<file path="src/rtl/vga_timing_gen_pkg.sv">
// Shared display timing constants for the VGA timing generator and frame buffer controller.
// Holds the 640x480@60 geometry, sprite/tile scaling and the helpers that derive totals and sync windows.
package vga_timing_gen_pkg;

  localparam int H_ACTIVE_C       = 640;
  localparam int H_FP_C           = 16;
  localparam int H_SYNC_C         = 96;
  localparam int H_BP_C           = 48;
  localparam int V_ACTIVE_C       = 480;
  localparam int V_FP_C           = 10;
  localparam int V_SYNC_C         = 2;
  localparam int V_BP_C           = 33;
  localparam int UPSCALE_FACTOR_C = 5;
  localparam int TILE_SIZE_C      = 8;
  localparam int TILES_H_C        = 16;
  localparam int TILES_V_C        = 12;

  localparam int CNT_W  = 10;
  localparam int TILE_W = $clog2(TILES_H_C);
  localparam int PX_W   = 3;
  localparam int SUB_W  = 3;

  function automatic int line_total(input int active, input int fp, input int sync, input int bp);
    return active + fp + sync + bp;
  endfunction

  function automatic int sync_start(input int active, input int fp);
    return active + fp;
  endfunction

  function automatic logic in_range(input logic [CNT_W-1:0] x, input logic [CNT_W-1:0] lo,
                                    input logic [CNT_W-1:0] hi);
    return (x >= lo) && (x <= hi);
  endfunction

endpackage

</file>
<file path="src/rtl/vga_timing_gen_tile_cascade.sv">
// Sub-pixel / sprite-pixel / tile counter chain; clear wins over step, state loads only when enabled.
// wrap_o flags that the next-state position is the last upscale phase of the last sprite pixel in a tile.
module tile_cascade
  import vga_timing_gen_pkg::*;
#(
  parameter int SUB_N  = UPSCALE_FACTOR_C,
  parameter int PX_N   = TILE_SIZE_C,
  parameter int TILE_N = TILES_H_C
) (
  input  logic              clk_i,
  input  logic              rst_ni,
  input  logic              en_i,
  input  logic              clr_i,
  input  logic              step_i,
  output logic [SUB_W-1:0]  sub_o,
  output logic [PX_W-1:0]   px_o,
  output logic [TILE_W-1:0] tile_o,
  output logic              wrap_o
);

  localparam logic [SUB_W-1:0]  SUB_LAST  = SUB_W'(SUB_N - 1);
  localparam logic [PX_W-1:0]   PX_LAST   = PX_W'(PX_N - 1);
  localparam logic [TILE_W-1:0] TILE_LAST = TILE_W'(TILE_N - 1);

  logic [SUB_W-1:0]  sub_q, sub_d;
  logic [PX_W-1:0]   px_q, px_d;
  logic [TILE_W-1:0] tile_q, tile_d;

  always_comb begin
    sub_d  = sub_q;
    px_d   = px_q;
    tile_d = tile_q;
    if (clr_i) begin
      sub_d  = '0;
      px_d   = '0;
      tile_d = '0;
    end else if (step_i) begin
      if (sub_q == SUB_LAST) begin
        sub_d = '0;
        if (px_q == PX_LAST) begin
          px_d   = '0;
          // Tile index wraps rather than overflowing its field if the clear ever arrives late.
          tile_d = (tile_q == TILE_LAST) ? '0 : tile_q + TILE_W'(1);
        end else begin
          px_d = px_q + PX_W'(1);
        end
      end else begin
        sub_d = sub_q + SUB_W'(1);
      end
    end
  end

  assign wrap_o = (sub_d == SUB_LAST) && (px_d == PX_LAST);

  always_ff @(posedge clk_i or negedge rst_ni) begin
    if (!rst_ni) begin
      sub_q  <= '0;
      px_q   <= '0;
      tile_q <= '0;
    end else if (en_i) begin
      sub_q  <= sub_d;
      px_q   <= px_d;
      tile_q <= tile_d;
    end
  end

  assign sub_o  = sub_q;
  assign px_o   = px_q;
  assign tile_o = tile_q;

endmodule

</file>
<file path="src/rtl/vga_timing_gen.sv">
// VGA raster timing with sprite/tile coordinates; every output is a register loaded from next-state
// counters so sync, blanking and tile coordinates line up with counter_H/counter_V in the same cycle.
module vga_timing_gen
  import vga_timing_gen_pkg::*;
#(
  parameter int H_ACTIVE       = H_ACTIVE_C,
  parameter int H_FP           = H_FP_C,
  parameter int H_SYNC         = H_SYNC_C,
  parameter int H_BP           = H_BP_C,
  parameter int V_ACTIVE       = V_ACTIVE_C,
  parameter int V_FP           = V_FP_C,
  parameter int V_SYNC         = V_SYNC_C,
  parameter int V_BP           = V_BP_C,
  parameter int UPSCALE_FACTOR = UPSCALE_FACTOR_C,
  parameter int TILE_SIZE      = TILE_SIZE_C
) (
  input  logic              clk_in,
  input  logic              reset,
  input  logic              pix_en,
  output logic [CNT_W-1:0]  counter_H,
  output logic [CNT_W-1:0]  counter_V,
  output logic              hsync,
  output logic              vsync,
  output logic              display_on,
  output logic [TILE_W-1:0] tile_H,
  output logic [TILE_W-1:0] tile_V,
  output logic [PX_W-1:0]   px_H,
  output logic [PX_W-1:0]   px_V,
  output logic [SUB_W-1:0]  sub_H,
  output logic [SUB_W-1:0]  sub_V,
  output logic              tile_next,
  output logic              line_tick,
  output logic              frame_tick
);

  localparam int H_TOTAL = line_total(H_ACTIVE, H_FP, H_SYNC, H_BP);
  localparam int V_TOTAL = line_total(V_ACTIVE, V_FP, V_SYNC, V_BP);

  localparam logic [CNT_W-1:0] H_LAST   = CNT_W'(H_TOTAL - 1);
  localparam logic [CNT_W-1:0] V_LAST   = CNT_W'(V_TOTAL - 1);
  localparam logic [CNT_W-1:0] H_ACT    = CNT_W'(H_ACTIVE);
  localparam logic [CNT_W-1:0] V_ACT    = CNT_W'(V_ACTIVE);
  localparam logic [CNT_W-1:0] HS_START = CNT_W'(sync_start(H_ACTIVE, H_FP));
  localparam logic [CNT_W-1:0] HS_END   = CNT_W'(sync_start(H_ACTIVE, H_FP) + H_SYNC - 1);
  localparam logic [CNT_W-1:0] VS_START = CNT_W'(sync_start(V_ACTIVE, V_FP));
  localparam logic [CNT_W-1:0] VS_END   = CNT_W'(sync_start(V_ACTIVE, V_FP) + V_SYNC - 1);

  logic [CNT_W-1:0] h_q, h_d, v_q, v_d;
  logic             hs_q, hs_d, vs_q, vs_d, disp_q, disp_d;
  logic             tnext_q, tnext_d, line_q, line_d, frame_q, frame_d;
  logic             h_wrap, h_clr, v_clr, h_tile_wrap, v_wrap_unused;

  assign h_wrap = (h_q == H_LAST);
  assign h_d    = h_wrap ? '0 : h_q + CNT_W'(1);
  assign v_d    = h_wrap ? ((v_q == V_LAST) ? '0 : v_q + CNT_W'(1)) : v_q;

  // Cascades sit at zero outside the active region; a next index of 0 also restarts them.
  assign h_clr  = (h_d >= H_ACT) || (h_d == '0);
  assign v_clr  = (v_d >= V_ACT) || (v_d == '0);

  assign disp_d  = (h_d < H_ACT) && (v_d < V_ACT);
  assign hs_d    = !in_range(h_d, HS_START, HS_END);
  assign vs_d    = !in_range(v_d, VS_START, VS_END);
  assign tnext_d = (disp_d && h_tile_wrap) || (h_d == H_LAST);
  assign line_d  = (h_d == H_LAST);
  assign frame_d = (h_d == H_LAST) && (v_d == V_LAST);

  tile_cascade #(
    .SUB_N  (UPSCALE_FACTOR),
    .PX_N   (TILE_SIZE),
    .TILE_N (TILES_H_C)
  ) u_cascade_h (
    .clk_i  (clk_in),
    .rst_ni (reset),
    .en_i   (pix_en),
    .clr_i  (h_clr),
    .step_i (1'b1),
    .sub_o  (sub_H),
    .px_o   (px_H),
    .tile_o (tile_H),
    .wrap_o (h_tile_wrap)
  );

  tile_cascade #(
    .SUB_N  (UPSCALE_FACTOR),
    .PX_N   (TILE_SIZE),
    .TILE_N (TILES_V_C)
  ) u_cascade_v (
    .clk_i  (clk_in),
    .rst_ni (reset),
    .en_i   (pix_en),
    .clr_i  (v_clr),
    .step_i (h_wrap),
    .sub_o  (sub_V),
    .px_o   (px_V),
    .tile_o (tile_V),
    .wrap_o (v_wrap_unused)
  );

  always_ff @(posedge clk_in or negedge reset) begin
    if (!reset) begin
      h_q     <= '0;
      v_q     <= '0;
      hs_q    <= 1'b1;
      vs_q    <= 1'b1;
      disp_q  <= 1'b1;
      tnext_q <= 1'b0;
      line_q  <= 1'b0;
      frame_q <= 1'b0;
    end else if (pix_en) begin
      h_q     <= h_d;
      v_q     <= v_d;
      hs_q    <= hs_d;
      vs_q    <= vs_d;
      disp_q  <= disp_d;
      tnext_q <= tnext_d;
      line_q  <= line_d;
      frame_q <= frame_d;
    end
  end

  assign counter_H  = h_q;
  assign counter_V  = v_q;
  assign hsync      = hs_q;
  assign vsync      = vs_q;
  assign display_on = disp_q;
  assign tile_next  = tnext_q;
  assign line_tick  = line_q;
  assign frame_tick = frame_q;

endmodule

</file>
<file path="config.mk">
export PLATFORM = sky130hd
export DESIGN_NAME = vga_timing_gen
export DESIGN_NICKNAME = d
export VERILOG_FILES = /design/src/rtl/vga_timing_gen_pkg.sv /design/src/rtl/vga_timing_gen_tile_cascade.sv /design/src/rtl/vga_timing_gen.sv
export SDC_FILE = /design/constraint.sdc
export NUM_CORES = 1
export LEC_CHECK = 0
export CAP_MARGIN = 25
export CORE_ASPECT_RATIO = 0.6
export CORE_MARGIN = 8
export CORE_UTILIZATION = 54
export CTS_CLUSTER_SIZE = 25
export DETAILED_ROUTE_END_ITERATION = 7
export GPL_ROUTABILITY_DRIVEN = 0
export PLACE_DENSITY = 0.83
export SYNTH_ARGS = -nofsm -noshare
export SYNTH_HDL_FRONTEND = slang
export SYNTH_SLANG_ARGS = --single-unit
</file>
<file path="constraint.sdc">
create_clock -name clk_in -period 3.1 [get_ports clk_in]
set_clock_uncertainty 0.1 [all_clocks]
set_input_delay 0.62 -clock clk_in [delete_from_list [all_inputs] [get_ports clk_in]]
set_output_delay 0.62 -clock clk_in [all_outputs]
set_load 0.02 [all_outputs]
</file>
**Word level (Yosys, flattened, before mapping)**

Cells that the tools add are included.

- Output and inout port bits: 46
- Bits in registers: 46
- Logic and storage cells: 88
- Input port bits: 3

- Eq/ne operators: 12
- Magnitude comparators: 8
- Muxes and demuxes: 24
- $add $sub $neg: 8
- Reduce and logical (&&, ||, !) cells: 22

Operator list:

| kind | count |
|---|---|
| == test 10 bit (second input constant) | 4 |
| 2-to-1 mux 3 bit | 12 |
| 2-to-1 mux 4 bit | 9 |
| 2-to-1 mux 10 bit | 3 |
| adder 10 x 1 -> 10 bit (second input constant) | 2 |
| greater-or-equal comparator 10 bit (second input constant) | 2 |
| greater-or-equal comparator 10 x 9 -> 1 bit (second input constant) | 2 |
| zero test 10 bit | 2 |
| == test 3 bit (second input constant) | 6 |
| adder 3 x 1 -> 3 bit (second input constant) | 4 |
| less-or-equal comparator 10 bit (second input constant) | 1 |
| less-or-equal comparator 10 x 9 -> 1 bit (second input constant) | 1 |
| < comparator 10 bit (second input constant) | 1 |
| < comparator 10 x 9 -> 1 bit (second input constant) | 1 |
| nonzero test 2 bit | 5 |
| adder 4 x 1 -> 4 bit (second input constant) | 2 |
| == test 4 bit (second input constant) | 2 |
| logical AND 1 bit | 6 |
| AND reduction 3 bit | 2 |
| AND reduction 4 bit | 1 |
| logical OR 1 bit | 3 |
| zero test 1 bit | 2 |
| AND reduction 2 bit | 1 |

**Logic depth before layout (Yosys ltp)**

- Depth after elaboration: 9
- Mapped depth: 11
- Mapped depth without buffers: 9

**Cells and area by module**

From an unflattened synthesis, not the netlist that was laid out.

- Cells, all modules: 413
- Area total of the unflattened synthesis: 3544.6 sq um

Modules (own cells, without submodules):

| module | area an instance (sq um) | instances | cells an instance |
|---|---|---|---|
| vga_timing_gen | 2153.3 | 1 | 270 |
| tile_cascade (u_cascade_v) | 710.7 | 1 | 72 |
| tile_cascade (u_cascade_h) | 680.7 | 1 | 71 |

**Least setup slack after synthesis**

No wires, ideal clock.

- Path kind: reg-to-reg
- From: register h_q[1], in the netlist counter_H[1]
- To: register tnext_q, in the netlist tile_next
- Library setup time: 0.080 ns
- Path slack: 0.342 ns
- Period minus slack after synthesis: 2.758 ns
- Cell stages (with the launch flop): 11
- Arrival time: 2.578 ns
- Path buffers: 2
- Cell sequence: dfrtp_1 > ha_1 > buf_4 > and4_1 > buf_4 > nand4_2 > o31a_1 > o22ai_4 > nand2_1 > or4_1 > o211ai_2

- Longest elaborated chain between the ends: 9
- Elaborated cells between the ends (all ways): 18

Ends and longest elaborated chain:

| item | line | RTL |
|---|---|---|
| start, declared | vga_timing_gen.sv:48 | `logic [CNT_W-1:0] h_q, h_d, v_q, v_d;` |
| start signal, assigned | vga_timing_gen.sv:102 | `h_q <= '0;` |
| start signal, assigned | vga_timing_gen.sv:111 | `h_q <= h_d;` |
| adder 10 x 1 -> 10 bit or == test 10 bit (tied branches) | vga_timing_gen.sv:54, vga_timing_gen.sv:53 |  |
| 2-to-1 mux 10 bit | vga_timing_gen.sv:54 | `assign h_d = h_wrap ? '0 : h_q + CNT_W'(1);` |
| greater-or-equal comparator 10 bit or zero test 10 bit (tied branches) | vga_timing_gen.sv:58 | `assign h_clr = (h_d >= H_ACT) \|\| (h_d == '0);` |
| logical OR 1 bit | vga_timing_gen.sv:58 |  |
| 2-to-1 mux 3 bit | vga_timing_gen_tile_cascade.sv:33 | `if (clr_i) begin` |
| == test 3 bit | vga_timing_gen_tile_cascade.sv:53 | `assign wrap_o = (sub_d == SUB_LAST) && (px_d == PX_LAST);` |
| logical AND 1 bit | vga_timing_gen_tile_cascade.sv:53 |  |
| logical AND 1 bit | vga_timing_gen.sv:64 | `assign tnext_d = (disp_d && h_tile_wrap) \|\| (h_d == H_LAST);` |
| logical OR 1 bit * | vga_timing_gen.sv:64 |  |
| end signal, assigned | vga_timing_gen.sv:116 | `tnext_q <= tnext_d;` |
| end, declared | vga_timing_gen.sv:50 | `logic tnext_q, tnext_d, line_q, line_d, frame_q, frame_d;` |

Every way passes the cells marked *; elsewhere a longest branch is shown, timed or not.
A chain may end at the register's enable or synchronous reset.

**Final worst setup path**

- From: register h_q[1], in the netlist counter_H[1]
- To: register frame_q, in the netlist frame_tick

- Longest elaborated chain between the ends: 4
- Elaborated cells between the ends (all ways): 7

Ends and longest elaborated chain:

| item | line | RTL |
|---|---|---|
| adder 10 x 1 -> 10 bit or == test 10 bit (tied branches) | vga_timing_gen.sv:54, vga_timing_gen.sv:53 |  |
| 2-to-1 mux 10 bit, on equally long branches | vga_timing_gen.sv:54, vga_timing_gen.sv:55 |  |
| == test 10 bit | vga_timing_gen.sv:66 | `assign frame_d = (h_d == H_LAST) && (v_d == V_LAST);` |
| logical AND 1 bit * | vga_timing_gen.sv:66 |  |
| end signal, assigned | vga_timing_gen.sv:118 | `frame_q <= frame_d;` |
| end, declared | vga_timing_gen.sv:50 |  |

Marked as above.

==> results.toml <==
[synthesis]
synthesis.area_um2 = 3110
ys_types = 66
ys_seq_area_share_pct = 37.1
avgSynthCellArea_um2 = 9.07
synthesis.nets = 361
synth_edf_count = 0
ys_ff_latch = 46
yosys-top-cells-count = "dfrtp_1, nand2_1, nor2_1, o21ai_0"
synthFlopType = "dfrtp_1"
netlist_top_cells_area = "dfrtp_1, ha_1, nand2_1, xnor2_1, o21ai_0"
yosysMostFrequentCell = "dfrtp_1"
async_flop_share_pct = 100
post-synth-top-area-cell = "dfrtp_1"
synthCells = 343
yosys_warnings = 0
yosysTopAreaCellShare_pct = 34.6

[pwr]
p_leak_nw = 1.54
powerDensity_nw_per_um2 = 589
vdd_drop_max_v = 0.000468

[sta]
rsz0062_at_grt = "no"
clock.fmax_ghz = 0.347
fin_crit_sh_pct = 92.9
setup_viol = 0
finalMaxSlewViolations = 0
slew_headroom_pct = 55.6
final.min_clock_period_ns = 2.88
finalHoldViolCount = 0
worstMarginPinSlew_ns = 0.660
setup_tns_ns = 0

[clocking]
cts.clk_slew.worst_paths_ns = 0.09
cts_tree = "done"
cts.sinks = 46
h-tree-depth = 2
worstSkewPairLatency_ns = 0.30
cts-root-buf = "clkbuf_8"
cts_buffer_depth = 2
cts_buffers = 5
hold_buffers = 0

[global_routing]
antenna_found_initial = 0
grt_max_degree = 47
grt_pass1_vias = 2617
grtUsageTotal_pct = 19.6
grt_pass1_wl_mm = 13.4
grt_overflow_total = 0

[die]
initial_core_util_pct = 55.9
rows = 21
die_y_um = 74.8
die_w_um = 114
design.core.area_um2 = 5570
ios = 49
dieArea_um2 = 8530

[routing]
initialDrtViolationCount = 215
vias = 2878
detail_route.wl_per_cell_um = 17.9
drc = 0
drt_first_pass_iters = 5
wl_mm = 8.31
ant_nets = 0
avgViaCountPerCell = 6.19

[finish]
postLayoutCoreUtil_pct = 67.5
area_growth_pct = 20.8
nets = 402
fin_cells = 465
drive_above_1_share_pct = 9.35
diodes = 0

[place]
hpwl_mm = 5.93
port_buffers = 48
dp.cells = 456

[setup_path]
worstPathArrival_ns = 2.98
critPathCaptureType = "register"
start_kind = "register"
crit_type = "reg2reg"
cp_max_fo = 10
cp.required_ns = 3.20

[job]
drv_cap = 0

[hold_path]
hp-class = "in2async"

[run_status]
status = "finished clean"
-- cells by family (layout without fill, tap and decap cells) --
| kind of cell | count (synthesis) | in the layout | share of synthesized area [%] |
|---|---|---|---|
| flip-flops | 46 | 46 | 37.1 |
| adder cells (fa/ha/maj) | 15 | 15 | 6.03 |
| multiplexers | 5 | 5 | 1.69 |
| buffers and inverters | 38 | 80 | 5.99 |
| XOR/XNOR | 13 | 13 | 3.66 |
| AND/OR/NAND/NOR | 127 | 127 | 22.3 |
| AO/OA/AOI/OAI | 99 | 99 | 23.2 |
-- where the power goes --
group | internal (W) | switching (W) | leakage (nW)
logic | 0.000394 | 0.000490 | 0.899
registers | 0.000697 | 0.000177 | 0.593
clock network | 0.000241 | 0.000216 | 0.0514
-- final timing paths --
path / end / slack (ns) / from / depth (start not counted)
worst max-delay path: frame_tick / 0.22 / counter_H[1] / 8
worst min-delay path: counter_V[6] / 0.13 / reset / 1
worst max register to register: frame_tick / 0.22 / counter_H[1] / 8
worst min register to register: display_on / 0.40 / display_on / 2
max in group asynchronous: vsync / 2.21 / reset / 2
min in group clk_in: display_on / 0.40 / display_on / 2
-- final cells by class --
cell class | instances | area (µm²)
fillers | 474 | 1810
repair buffers | 59 | 571
flip-flops and latches | 46 | 1150
well taps | 80 | 100
multi-input cells | 259 | 1780
clock inverters | 2 | 37.5
clock buffers | 6 | 72.6
inverters | 13 | 48.8
-- registers in the layout, summed over array words and instances, names as in the netlist, 3 cells and up --
register and count:
u_cascade_v.tile_o 4, u_cascade_h.sub_o 3, counter_H 10, u_cascade_v.sub_o 3
u_cascade_v.px_o 3, u_cascade_h.tile_o 4, counter_V 10, u_cascade_h.px_o 3
-- stage by stage --
step	hold slack (ns)	total power [W]	setup WS, ns	instance area, µm²
after CTS	0.400	0.00220	0.257	3730
after global routing	0.148	0.00232	0.0549	3760
after detailed placement	0.389	0.00174	0.346	3620
after global placement	0.378	0.00172	0.430	3620
after floorplan	0.224	0.00142	0.342	3110
final	0.129	0.00221	0.222	3760
-- worst max-delay path: stages (launching register included) --
cell and delay (ns):
dfrtp_1 0.51, ha_1 0.23, and4_1 0.25, buf_4 0.18, nand4_2 0.11, nor4_1 0.59, o22ai_4 0.18, a2111o_1 0.38
o32ai_1 0.25
-- metal layers --
| layer | track usage, % | vias up | share of wire (%) |
|---|---|---|---|
| li1 | - | 1362 | - |
| met1 | 27.6 | 1350 | 47 |
| met2 | 28.2 | 155 | 41 |
| met3 | 6.24 | 11 | 11 |
| met4 | 5.12 | 0 | 1.1 |
| met5 | 0 | - | 0 |
-- layout by cell type (no fill, tap or decap), types with 7 or more instances in the layout --
cell | synthesis | final
o2bb2ai_1 | 7 | 7
dfrtp_1 | 43 | 43
nand3_1 | 12 | 12
nand4_1 | 13 | 13
and3_1 | 7 | 7
xnor2_1 | 12 | 12
buf_4 | 5 | 10
a31oi_1 | 7 | 7
ha_1 | 15 | 15
nand2_1 | 32 | 32
a22o_1 | 7 | 7
a21oi_1 | 15 | 15
clkdlybuf4s50_1 | 0 | 47
nor2_1 | 20 | 20
inv_1 | 13 | 13
o21ai_0 | 20 | 20
-- timing repair --
| action | 4_1_cts | 5_1_grt |
|---|---|---|
| resized for setup | 0 | 1 |
| endpoints found under the setup margin | 0 | 1 |
| setup buffers | 0 | 0 |
| hold endpoints to repair | 0 | 0 |
Power figures use the tool's default switching activity.
